<file path="src/rtl/btn_conditioner.sv">
// Push-button conditioner: per-channel 2-flop synchronizer, debouncer, and a
// press/long/repeat FSM that turns raw active-low pins into one-cycle event pulses.
module btn_conditioner #(
  parameter int unsigned NUM_BTN         = 2,
  parameter int unsigned DEBOUNCE_CYCLES = 270000,
  parameter int unsigned LONG_CYCLES     = 13500000,
  parameter int unsigned REPEAT_CYCLES   = 5400000
) (
  input  logic               clk,
  input  logic               rst,
  input  logic [NUM_BTN-1:0] btn_n,
  output logic [NUM_BTN-1:0] pressed,
  output logic [NUM_BTN-1:0] press_p,
  output logic [NUM_BTN-1:0] release_p,
  output logic [NUM_BTN-1:0] long_p,
  output logic [NUM_BTN-1:0] rep_p
);

  localparam int unsigned DbW     = $clog2(DEBOUNCE_CYCLES + 1);
  localparam int unsigned HoldMax = (LONG_CYCLES > REPEAT_CYCLES) ? LONG_CYCLES : REPEAT_CYCLES;
  localparam int unsigned HoldW   = $clog2(HoldMax + 1);

  localparam logic [DbW-1:0]   DbLast   = DbW'(DEBOUNCE_CYCLES - 1);
  localparam logic [HoldW-1:0] LongLast = HoldW'(LONG_CYCLES - 1);
  localparam logic [HoldW-1:0] RepLast  = HoldW'(REPEAT_CYCLES - 1);

  typedef enum logic [1:0] {StIdle, StHeld, StRepeat} state_e;

  for (genvar i = 0; i < int'(NUM_BTN); i++) begin : g_chan
    logic             s1_q, s2_q;
    logic [DbW-1:0]   cnt_q, cnt_d;
    logic             level_q, level_d;
    logic             flip;
    state_e           state_q, state_d;
    logic [HoldW-1:0] hold_q, hold_d;
    logic             press_q, press_d;
    logic             rel_q, rel_d;
    logic             long_q, long_d;
    logic             rep_q, rep_d;

    // Debounce: s2 is active-low, so it agrees with the accepted level when they differ.
    always_comb begin
      flip    = 1'b0;
      cnt_d   = cnt_q;
      level_d = level_q;
      if (s2_q != level_q) begin
        cnt_d = '0;
      end else if (cnt_q == DbLast) begin
        flip    = 1'b1;
        cnt_d   = '0;
        level_d = ~level_q;
      end else begin
        cnt_d = cnt_q + 1'b1;
      end
    end

    always_comb begin
      state_d = state_q;
      hold_d  = hold_q;
      press_d = 1'b0;
      rel_d   = 1'b0;
      long_d  = 1'b0;
      rep_d   = 1'b0;
      // Release wins over any long/repeat event landing on the same edge.
      if (flip && level_q) begin
        rel_d   = 1'b1;
        hold_d  = '0;
        state_d = StIdle;
      end else begin
        case (state_q)
          StIdle: begin
            if (flip) begin
              press_d = 1'b1;
              rep_d   = 1'b1;
              hold_d  = '0;
              state_d = StHeld;
            end
          end
          StHeld: begin
            if (hold_q == LongLast) begin
              long_d  = 1'b1;
              rep_d   = 1'b1;
              hold_d  = '0;
              state_d = StRepeat;
            end else begin
              hold_d = hold_q + 1'b1;
            end
          end
          StRepeat: begin
            if (hold_q == RepLast) begin
              rep_d  = 1'b1;
              hold_d = '0;
            end else begin
              hold_d = hold_q + 1'b1;
            end
          end
          default: begin
            hold_d  = '0;
            state_d = StIdle;
          end
        endcase
      end
    end

    always_ff @(posedge clk or posedge rst) begin
      if (rst) begin
        s1_q    <= 1'b1;
        s2_q    <= 1'b1;
        cnt_q   <= '0;
        level_q <= 1'b0;
        state_q <= StIdle;
        hold_q  <= '0;
        press_q <= 1'b0;
        rel_q   <= 1'b0;
        long_q  <= 1'b0;
        rep_q   <= 1'b0;
      end else begin
        s1_q    <= btn_n[i];
        s2_q    <= s1_q;
        cnt_q   <= cnt_d;
        level_q <= level_d;
        state_q <= state_d;
        hold_q  <= hold_d;
        press_q <= press_d;
        rel_q   <= rel_d;
        long_q  <= long_d;
        rep_q   <= rep_d;
      end
    end

    assign pressed[i]   = level_q;
    assign press_p[i]   = press_q;
    assign release_p[i] = rel_q;
    assign long_p[i]    = long_q;
    assign rep_p[i]     = rep_q;
  end

endmodule
</file>
<file path="config.mk">
export PLATFORM = sky130hd
export DESIGN_NAME = btn_conditioner
export DESIGN_NICKNAME = d
export VERILOG_FILES = /design/src/rtl/btn_conditioner.sv
export SDC_FILE = /design/constraint.sdc
export NUM_CORES = 1
export LEC_CHECK = 0
export ABC_AREA = 1
export BUFFER_PORTS_ARGS = -buffer_cell sky130_fd_sc_hd__buf_2
export CAP_MARGIN = 20
export CORE_ASPECT_RATIO = 1.4
export CORE_MARGIN = 2
export CORE_UTILIZATION = 25
export CTS_CLUSTER_DIAMETER = 30
export DETAILED_ROUTE_END_ITERATION = 7
export GPL_TIMING_DRIVEN = 0
export PLACE_DENSITY_LB_ADDON = 0.12
export SLEW_MARGIN = 20
export SYNTH_ARGS = -nofsm -noshare
export SYNTH_HDL_FRONTEND = slang
export SYNTH_SLANG_ARGS = --single-unit
</file>
<file path="constraint.sdc">
create_clock -name clk -period 9.53 [get_ports clk]
set_input_delay 1.906 -clock clk [delete_from_list [all_inputs] [get_ports clk]]
set_output_delay 1.906 -clock clk [all_outputs]
set_load 0.005 [all_outputs]
</file>
==> Yosys cells after proc, flatten, opt, wreduce, memory -nomap -nowiden <==
Cells that the tools add are included.
{ "op_classes": {"n_addsub": 4, "eq_ne": 18, "n_mux": 46, "n_bitwise": 4, "reduce_logical": 8} }
{ "ops": {"columns": ["operator", "count"], "rows": [
  ["$mux W24", 8],
  ["$pmux W24 S3", 2],
  ["$mux W19", 4],
  ["$add A24 B1 Y24 const B", 2],
  ["$eq A24 B23 Y1 const B", 2],
  ["$eq A24 B24 Y1 const B", 2],
  ["$add A19 B1 Y19 const B", 2],
  ["$eq A19 B19 Y1 const B", 2],
  ["$mux W1", 22],
  ["$mux W2", 6],
  ["$ne A3 B3 Y1 const B", 4],
  ["$pmux W2 S3", 2],
  ["$pmux W1 S3", 2],
  ["$reduce_and A3 Y1", 2],
  ["$eq A2 B1 Y1 const B", 2],
  ["$eq A2 B2 Y1 const B", 2],
  ["$logic_not A2 Y1", 2],
  ["$ne A2 B2 Y1 const B", 2],
  ["$not A1 Y1", 4],
  ["$reduce_and A2 Y1", 2],
  ["$logic_and A1 B1 Y1", 2],
  ["$ne A1 B1 Y1", 2]
]} }
{ "totals": {"register_bits": 104, "inputBits": 4} }

==> Depth between registers and ports, before layout <==
{ "logic_depth": {"depth_word": 6, "ltp_mapped": 12, "mapped_depth_nobuf": 12} }

==> Worst setup path after synthesis <==
Ideal clock, no wire load.
{ "synth_timing": {"kind": "register to output", "start": "register g_chan[0].level_q", "end": "output port pressed[0]", "t_arrival_ns": 0.525, "required_ns": 7.624, "path_slack_ns": 7.099, "path_stages_with_launch": 2, "path_cell_list": "dfrtp_1 > buf_4"} }
{ "synth_rtl": {"columns": ["element", "line_no", "rtl"], "rows": [
  ["start, declared", "32", "logic level_q, level_d;"],
  ["start signal, assigned", "121", "level_q <= level_d;"],
  ["end, declared", "12", "output logic [NUM_BTN-1:0] pressed,"]
]} }
No word-level cell between the ends.

==> Worst setup path after layout <==
{ "layout_timing": {"start": "register g_chan[1].level_q", "end": "output port pressed[1]"} }
{ "layout_rtl": {"columns": ["element", "line_no"], "rows": [
  ["start, declared", "32"],
  ["start signal, assigned", "121"]
]} }
No word-level cell between the ends.

==> flow_results.xml <==
<?xml version="1.0" encoding="UTF-8"?>
<metrics>
  <group name="synth">
    <metric name="ys_ff_latch" unit="">104</metric>
    <metric name="dominantRegCellSynth" unit="">sky130_fd_sc_hd__dfrtp_1</metric>
    <metric name="synth_area_per_cell" unit="µm²">6.912</metric>
    <metric name="ys.warnings.count" unit="">0</metric>
    <metric name="synth_nets" unit="">1035</metric>
    <metric name="ys_async_sr_fraction" unit="">1.000</metric>
    <metric name="synthCells" unit="">1017</metric>
    <metric name="unique_cell_type_count_in_the_yosys_netlist" unit="">42</metric>
    <metric name="yosysSeqAreaShare" unit="">0.3710</metric>
    <metric name="synth-edff-count" unit="">0</metric>
    <metric name="netlist_area" unit="µm²">7029</metric>
  </group>
  <group name="clocking">
    <metric name="cts-root-to-sink-buffers" unit="">2</metric>
    <metric name="clk_tree_root_cell" unit="">sky130_fd_sc_hd__clkbuf_16</metric>
    <metric name="cts_hold_buffers" unit="">0</metric>
    <metric name="cts_inserted_buffers" unit="">9</metric>
    <metric name="cts_tree" unit="">built</metric>
    <metric name="clock-sinks" unit="">104</metric>
    <metric name="clk_pin_slew_worst_paths" unit="ns">0.08</metric>
    <metric name="ctsResizeCount" unit="">0</metric>
    <metric name="clkLatencyLatePin" unit="ns">0.37</metric>
    <metric name="cts.repair_timing.setup_buffer_count" unit="">0</metric>
    <metric name="ctsHtreeMaxLevel" unit="">3</metric>
  </group>
  <group name="finish">
    <metric name="final_nets" unit="">1060</metric>
    <metric name="final_design_area_no_fill" unit="µm²">7919</metric>
    <metric name="antenna_cells" unit="">0</metric>
    <metric name="area_growth_syn_to_layout" unit="%">12.66</metric>
    <metric name="drive_above_1_share" unit="">0.1156</metric>
    <metric name="layout.cells.non_filler" unit="">1417</metric>
    <metric name="number_of_fillers_in_the_final_layout" unit="">3092</metric>
  </group>
  <group name="timing">
    <metric name="unrepaired_setup_endpoints_after_global_routing" unit="">false</metric>
    <metric name="slew_violations" unit="">0</metric>
    <metric name="setup-tns-final" unit="ns">0</metric>
    <metric name="clock_skew" unit="ns">0.007769</metric>
    <metric name="shortest_period_the_worst_path_allows" unit="ns">2.976</metric>
    <metric name="timing.slew.headroom" unit="">0.6410</metric>
    <metric name="setup_violations" unit="">0</metric>
    <metric name="fin_crit_sh" unit="">0.3123</metric>
    <metric name="hold_viol" unit="">0</metric>
    <metric name="clock.fmax" unit="MHz">336.0</metric>
    <metric name="slew_worst_pin" unit="ns">0.5385</metric>
  </group>
  <group name="routing">
    <metric name="routedWlPerCell" unit="µm">13.66</metric>
    <metric name="avgViaCountPerCell" unit="">4.435</metric>
    <metric name="number_of_design_rule_violations_left_after_detail_routing" unit="">0</metric>
    <metric name="via_total_after_detailed_routing" unit="">6284</metric>
    <metric name="drtIter0Drc" unit="">273</metric>
    <metric name="detail-route-antenna-nets" unit="">0</metric>
    <metric name="drt_first_pass_iters" unit="">4</metric>
    <metric name="finalWirelength" unit="µm">19350</metric>
  </group>
  <group name="floorplan">
    <metric name="die-area" unit="µm²">29490</metric>
    <metric name="start_util" unit="">0.2542</metric>
    <metric name="height_of_the_chip" unit="µm">202.4</metric>
    <metric name="chipWidth" unit="µm">145.7</metric>
    <metric name="io-pin-count" unit="">14</metric>
    <metric name="core.rowCount" unit="">72</metric>
    <metric name="design.core.area" unit="µm²">27660</metric>
  </group>
  <group name="global_route">
    <metric name="grt.total_usage" unit="">0.1383</metric>
    <metric name="grt.overflow.total" unit="">0</metric>
    <metric name="grt_max_degree" unit="">57</metric>
    <metric name="grt_first_pass_wirelength" unit="µm">32940</metric>
    <metric name="grt_antenna_before_repair" unit="">0</metric>
    <metric name="grt_pass1_vias" unit="">6569</metric>
  </group>
  <group name="power_and_ir_drop">
    <metric name="part_of_the_power_in_registers" unit="">0.497</metric>
    <metric name="total_power" unit="W">0.0008998</metric>
    <metric name="switching_share" unit="">0.2336</metric>
    <metric name="p_leak" unit="nW">3.571</metric>
    <metric name="pwr-share-comb" unit="">0.022</metric>
    <metric name="irDropWorstVdd" unit="µV">87.82</metric>
    <metric name="clkPwrFrac" unit="">0.481</metric>
    <metric name="internal_power_summed_over_all_cells" unit="W">0.0006896</metric>
    <metric name="power_switching" unit="W">0.0002102</metric>
    <metric name="powerDensity" unit="nW/µm²">113.6</metric>
  </group>
  <group name="setup_path">
    <metric name="crit_fanout" unit="">5</metric>
    <metric name="worst_setup_path_startpoint" unit="">g_chan[1].level_q$_DFFE_PP0N_</metric>
    <metric name="worstSetupStartpointType" unit="">register</metric>
    <metric name="signal_arrival_time_at_the_worst_endpoint" unit="ns">1.07</metric>
    <metric name="setup.worst_path.end_class" unit="">output port</metric>
    <metric name="req_time_crit_path" unit="ns">7.62</metric>
    <metric name="reg2reg_from" unit="">g_chan[0].cnt_q[0]$_DFF_PP0_</metric>
    <metric name="critPathKind" unit="">reg2out</metric>
  </group>
  <group name="placed_design">
    <metric name="place.detailed.hpwl" unit="µm">14860</metric>
    <metric name="dp.cells" unit="">1401</metric>
    <metric name="number_of_port_buffers" unit="">13</metric>
    <metric name="gp_congestion" unit="">0.8126</metric>
    <metric name="placed_cell_area" unit="µm²">7590</metric>
  </group>
  <group name="job">
    <metric name="max_cap_violations" unit="">0</metric>
  </group>
  <group name="hold_path">
    <metric name="min-delay-path-class" unit="">reg2reg</metric>
    <metric name="hold_start" unit="">g_chan[1].s1_q$_DFF_PP1_</metric>
  </group>
  <group name="run_status">
    <metric name="status" unit="">finished, final reports clean</metric>
  </group>
</metrics>
==> registers in the layout, indices dropped and copies added, names as in the netlist <==
register        flops
g_chan.state_q      4
g_chan.hold_q      48
g_chan.rel_q        2
g_chan.long_q       2
g_chan.press_q      2
g_chan.cnt_q       38
g_chan.level_q      2
g_chan.s2_q         2
g_chan.rep_q        2
g_chan.s1_q         2
==> path summary, 6_finish.rpt <==
| kind | end | cells after the start | slack, ns |
|---|---|---|---|
| min reg2reg | g_chan[1].s2_q$_DFF_PP1_ | 0 | 0.36 |
| max reg2reg | g_chan[0].hold_q[20]$_DFFE_PP0P_ | 12 | 7.38 |
| min in group asynchronous | g_chan[1].cnt_q[3]$_DFF_PP0_ | 2 | 1.60 |
| max in group asynchronous | g_chan[0].cnt_q[8]$_DFF_PP0_ | 3 | 7.28 |
| min | g_chan[1].s2_q$_DFF_PP1_ | 0 | 0.36 |
| max | pressed[1] | 2 | 6.55 |
==> logic make-up (layout without fill, tap and decap cells) <==
| family | Yosys count | after routing | share of synthesized area |
|---|---|---|---|
| adders and majority gates | 14 | 14 | 0.02492 |
| and+or+nand+nor | 681 | 681 | 0.4498 |
| AOI/OAI and AO/OA | 36 | 36 | 0.02830 |
| buffers and inverters | 161 | 191 | 0.09986 |
| DFF | 104 | 104 | 0.3710 |
| xor gates and xnor gates | 21 | 21 | 0.02616 |
==> stage by stage <==
| stage | hold WS, ns | util | worst slack (ns) |
|---|---|---|---|
| floorplan | 0.3452 | - | 4.898 |
| global placement | 0.3523 | 0.2733 | 3.160 |
| detailed placement | 0.3527 | 0.2744 | 6.816 |
| CTS | 0.3636 | 0.2863 | 6.521 |
| global route | 0.3682 | 0.2863 | 6.504 |
| finish | 0.3607 | 0.2863 | 6.554 |
==> cell usage after synthesis, types with 3 or more instances <==
master                     count  area (µm²)
sky130_fd_sc_hd__buf_6         3       33.78
sky130_fd_sc_hd__nand2_4       6       67.56
sky130_fd_sc_hd__nand2_2       7       43.79
sky130_fd_sc_hd__nor3_1       34       170.2
sky130_fd_sc_hd__nor2_1      167       626.9
sky130_fd_sc_hd__dfrtp_1     100        2502
sky130_fd_sc_hd__nand4_1      51       319.1
sky130_fd_sc_hd__nand2_1     277        1040
sky130_fd_sc_hd__clkbuf_1      3       11.26
sky130_fd_sc_hd__a211oi_1      3       22.52
sky130_fd_sc_hd__xor2_1       17       148.9
sky130_fd_sc_hd__xnor2_1       4       35.03
sky130_fd_sc_hd__nand3_2       6       60.06
sky130_fd_sc_hd__o21ai_1      10       50.05
sky130_fd_sc_hd__a21oi_1      13       65.06
sky130_fd_sc_hd__nor2_4       10       112.6
sky130_fd_sc_hd__o21ai_0       5       25.02
sky130_fd_sc_hd__nor2_2       15       93.84
sky130_fd_sc_hd__buf_4        13       97.59
sky130_fd_sc_hd__nand3_1      87       435.4
sky130_fd_sc_hd__inv_2        10       37.54
sky130_fd_sc_hd__ha_1         14       175.2
sky130_fd_sc_hd__dfstp_2       4       105.1
sky130_fd_sc_hd__inv_1       122       457.9
sky130_fd_sc_hd__nor4_1        6       37.54
sky130_fd_sc_hd__nor3b_1       6       45.04
sky130_fd_sc_hd__buf_2         7       35.03
==> layout make-up <==
class	instances	area, µm²	area share
Multi-Input combinational cell	752	3720	0.4697
Buffer	27	192.7	0.02433
Clock buffer	11	242.7	0.03065
Clock inverter	5	86.33	0.01090
Inverter	134	514.2	0.06494
Tap cell	370	462.9	0.05846
Sequential cell	104	2608	0.3293
Timing Repair Buffer	14	92.59	0.01169
==> routing by layer <==
metal  GRT usage  share of wire  up-vias
met5           0              0        -
met2      0.2579           0.53       55
met3     0.01693          0.016       23
met4     0.05672          0.023        0
li1            -              -     3279
met1      0.1584           0.43     2927
==> critical path, cell delays in order (launching register included) <==
cell	delay, ns
sky130_fd_sc_hd__dfrtp_1	0.44
sky130_fd_sc_hd__buf_4	0.15
sky130_fd_sc_hd__buf_2	0.11
==> placed cells by master (no fill, tap or decap), types with 2 or more instances in the layout <==
cell type / instances
sky130_fd_sc_hd__nand2_1: 277
sky130_fd_sc_hd__nor2_1: 167
sky130_fd_sc_hd__inv_1: 121
sky130_fd_sc_hd__dfrtp_1: 100
sky130_fd_sc_hd__nand3_1: 87
sky130_fd_sc_hd__nand4_1: 51
sky130_fd_sc_hd__nor3_1: 34
sky130_fd_sc_hd__buf_2: 20
sky130_fd_sc_hd__xor2_1: 17
sky130_fd_sc_hd__nor2_2: 15
sky130_fd_sc_hd__ha_1: 14
sky130_fd_sc_hd__buf_4: 13
sky130_fd_sc_hd__a21oi_1: 13
sky130_fd_sc_hd__inv_2: 10
sky130_fd_sc_hd__nor2_4: 10
sky130_fd_sc_hd__o21ai_1: 10
sky130_fd_sc_hd__clkbuf_16: 9
sky130_fd_sc_hd__nand2_2: 7
sky130_fd_sc_hd__nand3_2: 6
sky130_fd_sc_hd__nand2_4: 6
sky130_fd_sc_hd__nor4_1: 6
sky130_fd_sc_hd__nor3b_1: 6
sky130_fd_sc_hd__o21ai_0: 5
sky130_fd_sc_hd__clkbuf_1: 4
sky130_fd_sc_hd__xnor2_1: 4
sky130_fd_sc_hd__dfstp_2: 4
sky130_fd_sc_hd__buf_6: 3
sky130_fd_sc_hd__a211oi_1: 3
sky130_fd_sc_hd__inv_6: 3
sky130_fd_sc_hd__nor3_2: 2
sky130_fd_sc_hd__a31oi_1: 2
sky130_fd_sc_hd__clkinv_4: 2
sky130_fd_sc_hd__bufinv_16: 2
==> power groups by stage <==
stage / sequential (W) / clock (W) / combinational (W)
floorplan: 0.000455 / 0 / 0.0000133
global placement: 0.000456 / 0 / 0.0000199
detailed placement: 0.000456 / 0 / 0.0000217
CTS: 0.000447 / 0.000450 / 0.0000218
global route: 0.000448 / 0.000466 / 0.0000246
finish: 0.000447 / 0.000432 / 0.0000202
(Power assumes the default switching activity.)
